$ cat src/rtl/apb_master_bridge.sv
// Host command/response to APB master bridge: one transfer in flight, SETUP/ACCESS
// sequencing with a bounded PREADY wait that aborts with a timeout response.
module apb_master_bridge #(
    parameter int unsigned TIMEOUT_CYCLES = 16
) (
    input  logic        PCLK,
    input  logic        PRESETN,

    input  logic        cmd_valid,
    output logic        cmd_ready,
    input  logic        cmd_write,
    input  logic [31:0] cmd_addr,
    input  logic [31:0] cmd_wdata,

    output logic        rsp_valid,
    input  logic        rsp_ready,
    output logic [31:0] rsp_rdata,
    output logic        rsp_err,
    output logic        rsp_timeout,

    output logic        PSEL,
    output logic        PENABLE,
    output logic        PWRITE,
    output logic [31:0] PADDR,
    output logic [31:0] PWDATA,
    input  logic [31:0] PRDATA,
    input  logic        PREADY,
    input  logic        PSLVERR
);

    localparam int unsigned CNT_W = 8;
    localparam int unsigned DATA_W = 32;
    localparam logic [CNT_W-1:0] TIMEOUT_VAL = CNT_W'(TIMEOUT_CYCLES);

    typedef enum logic [1:0] {
        ST_IDLE   = 2'd0,
        ST_SETUP  = 2'd1,
        ST_ACCESS = 2'd2,
        ST_RESP   = 2'd3
    } state_e;

    state_e              state_q, state_d;
    logic [CNT_W-1:0]    wait_cnt_q, wait_cnt_d;
    logic [CNT_W-1:0]    wait_cnt_inc;
    logic                cmd_ready_q, cmd_ready_d;
    logic                psel_q, psel_d;
    logic                penable_q, penable_d;
    logic                pwrite_q, pwrite_d;
    logic [DATA_W-1:0]   paddr_q, paddr_d;
    logic [DATA_W-1:0]   pwdata_q, pwdata_d;
    logic                rsp_valid_q, rsp_valid_d;
    logic [DATA_W-1:0]   rsp_rdata_q, rsp_rdata_d;
    logic                rsp_err_q, rsp_err_d;
    logic                rsp_timeout_q, rsp_timeout_d;

    assign wait_cnt_inc = wait_cnt_q + CNT_W'(1);

    // Next-state and registered-output decode; every output is computed one edge ahead.
    always_comb begin
        state_d       = state_q;
        wait_cnt_d    = wait_cnt_q;
        cmd_ready_d   = cmd_ready_q;
        psel_d        = psel_q;
        penable_d     = penable_q;
        pwrite_d      = pwrite_q;
        paddr_d       = paddr_q;
        pwdata_d      = pwdata_q;
        rsp_valid_d   = rsp_valid_q;
        rsp_rdata_d   = rsp_rdata_q;
        rsp_err_d     = rsp_err_q;
        rsp_timeout_d = rsp_timeout_q;

        case (state_q)
            ST_IDLE: begin
                // cmd_ready_q is 0 only on the first IDLE cycle after reset
                cmd_ready_d = 1'b1;
                if (cmd_valid && cmd_ready_q) begin
                    state_d     = ST_SETUP;
                    cmd_ready_d = 1'b0;
                    paddr_d     = cmd_addr;
                    pwrite_d    = cmd_write;
                    pwdata_d    = cmd_wdata;
                    psel_d      = 1'b1;
                    penable_d   = 1'b0;
                    wait_cnt_d  = '0;
                end
            end

            ST_SETUP: begin
                state_d   = ST_ACCESS;
                penable_d = 1'b1;
            end

            ST_ACCESS: begin
                // Completion takes priority over a timeout reached on the same edge
                if (PREADY) begin
                    state_d       = ST_RESP;
                    psel_d        = 1'b0;
                    penable_d     = 1'b0;
                    rsp_valid_d   = 1'b1;
                    rsp_rdata_d   = pwrite_q ? '0 : PRDATA;
                    rsp_err_d     = PSLVERR;
                    rsp_timeout_d = 1'b0;
                end else if (wait_cnt_inc == TIMEOUT_VAL) begin
                    state_d       = ST_RESP;
                    wait_cnt_d    = wait_cnt_inc;
                    psel_d        = 1'b0;
                    penable_d     = 1'b0;
                    rsp_valid_d   = 1'b1;
                    rsp_rdata_d   = '0;
                    rsp_err_d     = 1'b1;
                    rsp_timeout_d = 1'b1;
                end else begin
                    wait_cnt_d = wait_cnt_inc;
                end
            end

            ST_RESP: begin
                if (rsp_ready) begin
                    state_d     = ST_IDLE;
                    rsp_valid_d = 1'b0;
                    cmd_ready_d = 1'b1;
                end
            end

            default: begin
                state_d     = ST_IDLE;
                psel_d      = 1'b0;
                penable_d   = 1'b0;
                rsp_valid_d = 1'b0;
                cmd_ready_d = 1'b0;
            end
        endcase
    end

    always_ff @(posedge PCLK or negedge PRESETN) begin
        if (!PRESETN) begin
            state_q       <= ST_IDLE;
            wait_cnt_q    <= '0;
            cmd_ready_q   <= 1'b0;
            psel_q        <= 1'b0;
            penable_q     <= 1'b0;
            pwrite_q      <= 1'b0;
            paddr_q       <= '0;
            pwdata_q      <= '0;
            rsp_valid_q   <= 1'b0;
            rsp_rdata_q   <= '0;
            rsp_err_q     <= 1'b0;
            rsp_timeout_q <= 1'b0;
        end else begin
            state_q       <= state_d;
            wait_cnt_q    <= wait_cnt_d;
            cmd_ready_q   <= cmd_ready_d;
            psel_q        <= psel_d;
            penable_q     <= penable_d;
            pwrite_q      <= pwrite_d;
            paddr_q       <= paddr_d;
            pwdata_q      <= pwdata_d;
            rsp_valid_q   <= rsp_valid_d;
            rsp_rdata_q   <= rsp_rdata_d;
            rsp_err_q     <= rsp_err_d;
            rsp_timeout_q <= rsp_timeout_d;
        end
    end

    assign cmd_ready   = cmd_ready_q;
    assign PSEL        = psel_q;
    assign PENABLE     = penable_q;
    assign PWRITE      = pwrite_q;
    assign PADDR       = paddr_q;
    assign PWDATA      = pwdata_q;
    assign rsp_valid   = rsp_valid_q;
    assign rsp_rdata   = rsp_rdata_q;
    assign rsp_err     = rsp_err_q;
    assign rsp_timeout = rsp_timeout_q;

endmodule

$ cat config.mk
export PLATFORM = sky130hd
export DESIGN_NAME = apb_master_bridge
export DESIGN_NICKNAME = d
export VERILOG_FILES = /design/src/rtl/apb_master_bridge.sv
export SDC_FILE = /design/constraint.sdc
export NUM_CORES = 1
export LEC_CHECK = 0
export CAP_MARGIN = 15
export CORE_UTILIZATION = 30
export CTS_BUF_LIST = sky130_fd_sc_hd__clkbuf_4 sky130_fd_sc_hd__clkbuf_8 sky130_fd_sc_hd__clkbuf_16
export CTS_CLUSTER_SIZE = 30
export DETAILED_ROUTE_END_ITERATION = 8
export PLACE_DENSITY = 0.61
export SYNTH_ARGS = -nofsm -noshare
export SYNTH_HDL_FRONTEND = slang
export SYNTH_SLANG_ARGS = --single-unit
$ cat constraint.sdc
create_clock -name PCLK -period 1.98 [get_ports PCLK]
set_input_delay 0.396 -clock PCLK [delete_from_list [all_inputs] [get_ports PCLK]]
set_output_delay 0.396 -clock PCLK [all_outputs]
set_load 0.01 [all_outputs]
==> Implementation_results.wiki <==
{| class="wikitable"
! Metric !! Value
|-
| Combined global-route utilization of all metal layers || approximately 15%
|-
| Synth Warn # || 0
|-
| Mean area per synthesized cell || 14.6 um^2
|-
| Cell at the root of the clock tree || clkbuf_16
|-
| Commonest cells after routing, fill and taps aside || clkdlybuf4s50_1, dfrtp_1, mux2_2, a22o_1, clkbuf_16
|-
| Max rail drop VDD || roughly 0.0012 V
|-
| Unrepaired setup endpoints after global routing || yes
|-
| Critical Setup Path Class || flop to flop
|-
| Die span in x || approximately 120 um
|-
| Static Leakage || between 3 and 4 nW
|-
| Vias after detailed routing || 3437
|-
| DRT Wirelength || around 11000 um
|-
| TritonRoute pass-1 iters || 4
|-
| Worst clock skew || 5.85 ps
|-
| Post-route cell area || roughly 0.0075 mm^2
|-
| Area of the placeable core || around 0.014 mm^2
|-
| Largest net degree at the start of global routing || 50
|-
| Standard cell area after detailed placement || 0.00687 mm^2
|-
| Setup slack after placement || 34.7 ps
|-
| Detailed Route Iter0 Violations || around 130
|-
| Worst Setup Slack, final || -10.3 ps
|-
| Synthesis-stage register bit count || ~110
|-
| Total standard cell area after synthesis || between 0.004 and 0.005 mm^2
|-
| Vertical die dimension || between 100 and 150 um
|-
| Largest buffer count on any clock path || 2
|-
| Cell area power density || around 1600 mW/mm^2
|-
| Area growth, synth to finish || 69.3%
|-
| CTS tree || yes
|-
| First-pass GRT wire length || approximately 17000 um
|-
| Number of design rule violations left after detail routing || 0
|-
| Overall power consumption || approximately 12 mW
|-
| Number of CTS-inserted buffers || 17
|-
| Number of hold violations in the final report || 0
|-
| Required time of the critical path || between 2000 and 2500 ps
|-
| Cell Count Post-Placement || 698
|-
| HPWL after DPL || 7970 um
|-
| Total die area || between 0.015 and 0.02 mm^2
|-
| Count of fill cells added during filler insertion || between 1000 and 1500
|-
| Failing checks || negative setup slack
|-
| Routability cong. || 0.804
|-
| Number of failing setup endpoints in the final timing report || 1
|-
| Via count of the first global-routing pass || between 3000 and 4000
|-
| Effective utilization at floorplan || 30.7%
|-
| Nets || between 600 and 700
|-
| Worst hold-check path type || input pin to async pin
|-
| Tmin final || about 2000 ps
|-
| Yosys cell types || 34
|-
| Row count || 44
|-
| Fmax achieved || around 0.5 GHz
|-
| Clock edge transition at the registers on the reported setup and hold paths || around 50 ps
|-
| Max-slew violations || 0
|-
| Number of nets produced by synthesis || between 400 and 500
|-
| Fraction of final layout cells with drive strength greater than 1 || a little over a fifth
|-
| Later-pin clock latency in the skew report || 400 ps
|-
| Antenna Diode Count || 0
|-
| Number of maximum-capacitance violations || 0
|-
| Number of primary I/O pins || around 200
|-
| Worst setup SP type || flop
|-
| Period Utilization, post-route || 101%
|-
| Arrival @ worst endpoint || around 2300 ps
|-
| Worst slew pin tran || approximately 480 ps
|-
| Max Fanout on Critical Path || 5
|-
| CTS H-Tree Depth || 4
|-
| Clock Sinks || between 100 and 150
|-
| Worst-case headroom to the max-slew limit || 68.3%
|-
| Syn Inst Count || ~310
|-
| Final routed wire length divided by cell count || between 15 and 20 um
|-
| Outcome || finished, violations left
|-
| Number of routed nets with antenna violations || 0
|-
| Grt total ovfl || 0
|-
| Type of element capturing the critical path || flop
|-
| Number of antenna violations at the first check in global routing || 0
|-
| Buffers on Ports || about 210
|-
| Sequential area share after synthesis || a little under two thirds
|-
| Vias per std cell || between 4 and 5
|-
| Most common cell after layout, fill and taps aside || clkdlybuf4s50_1
|-
| Final cell count without fillers || roughly 730
|}
==> where the power goes <==
part	leakage (nW)	total [mW]	internal (mW)	switching [mW]
Clock	0.298	3.12	2.08	1.04
Sequential	1.40	3.98	3.39	0.590
Combinational	1.58	4.89	3.07	1.82
==> through the flow <==
step	util, %	hold WS (ps)	TNS (ps)
6_report	51.9	486	-10.3
5_1_grt	51.9	505	-1480
3_3_place_gp	47.4	385	0
3_5_place_dp	47.4	386	0
4_1_cts	51.7	491	0
2_1_floorplan	-	100	0
==> routing by layer <==
layer	routed length, um	vias up	GRT usage (%)
met2	5480	141	24.2
met1	4560	1717	17.6
met3	1160	11	7.37
li1	-	1568	-
met5	0	-	0
met4	133	0	4.89
==> worst max-delay path, cell delays in order, from the launching register on <==
cell	delay [ps]
dfrtp_1	380
and2_4	160
a211o_1	330
a2111oi_4	340
buf_4	190
o21a_1	170
mux2_4	300
==> logic make-up (layout without fill, tap and decap cells) <==
family,after synthesis,after routing,share of synthesized area (%)
AO/OA/AOI/OAI,66,66,11.6
XOR/XNOR,3,3,0.592
adder cells (fa/ha/maj),5,5,1.41
buffers and inverters,18,262,2.03
flip-flops,113,113,63.7
multiplexers,67,67,17.0
AND/OR/NAND/NOR,33,33,3.69
==> sequential cells by signal, summed over array words and instances, names as in the netlist, 2 cells and up <==
signal / cells
PADDR: 32
PWDATA: 32
rsp_rdata: 32
state_q: 2
wait_cnt_q: 8
==> cell usage after synthesis (all sizes together) <==
master     n  area (um^2)
nand2     12         45.0
and3       2         17.5
nand3      3         15.0
a31oi      1         6.26
a2111oi    1         27.5
ha         5         62.6
a21bo      1         10.0
a21oi      5         25.0
nand2b     1         6.26
xnor2      1         8.76
clkbuf    11         41.3
dfrtp    113         2830
o2bb2ai    1         8.76
o21a       2         15.0
xor2       2         17.5
inv        4         15.0
nand4      1         6.26
buf        3         33.8
a211o      2         17.5
a22o      33          289
o21ai     17         88.8
o211ai     1         7.51
and4b      1         10.0
nor2       8         30.0
o211a      1         10.0
nor2b      2         12.5
a2bb2oi    1         8.76
mux2      67          754
and2       3         21.3
==> layout make-up <==
class / count / area (um^2) / area share, %
Sequential cell: 113 / 2830 / 37.6
Multi-Input combinational cell: 174 / 1540 / 20.5
Timing Repair Buffer: 227 / 2290 / 30.5
Inverter: 4 / 15.0 / 0.200
Tap cell: 184 / 230 / 3.06
Clock buffer: 21 / 474 / 6.31
Clock inverter: 10 / 134 / 1.78
==> repair_timing <==
action | 4_1_cts | 5_1_grt
hold buffers | 1 | 0
buffers inserted | 0 | 3
setup endpoints to repair | 0 | 35
gates resized for setup | 0 | 1
hold endpoints to repair | 32 | 0
==> worst paths after layout <==
path	startpoint	slack (ps)	end	depth (start not counted)
worst max-delay path	wait_cnt_q[3]	-10	state_q[1]	6
worst min-delay path	PRESETN	490	rsp_rdata[25]	2
worst max register to register	wait_cnt_q[3]	-10	state_q[1]	6
worst min register to register	PADDR[0]	500	PADDR[0]	1
max in group asynchronous	PRESETN	860	PADDR[24]	3
min in group PCLK	PADDR[0]	500	PADDR[0]	1
(Power assumes the default switching activity.)
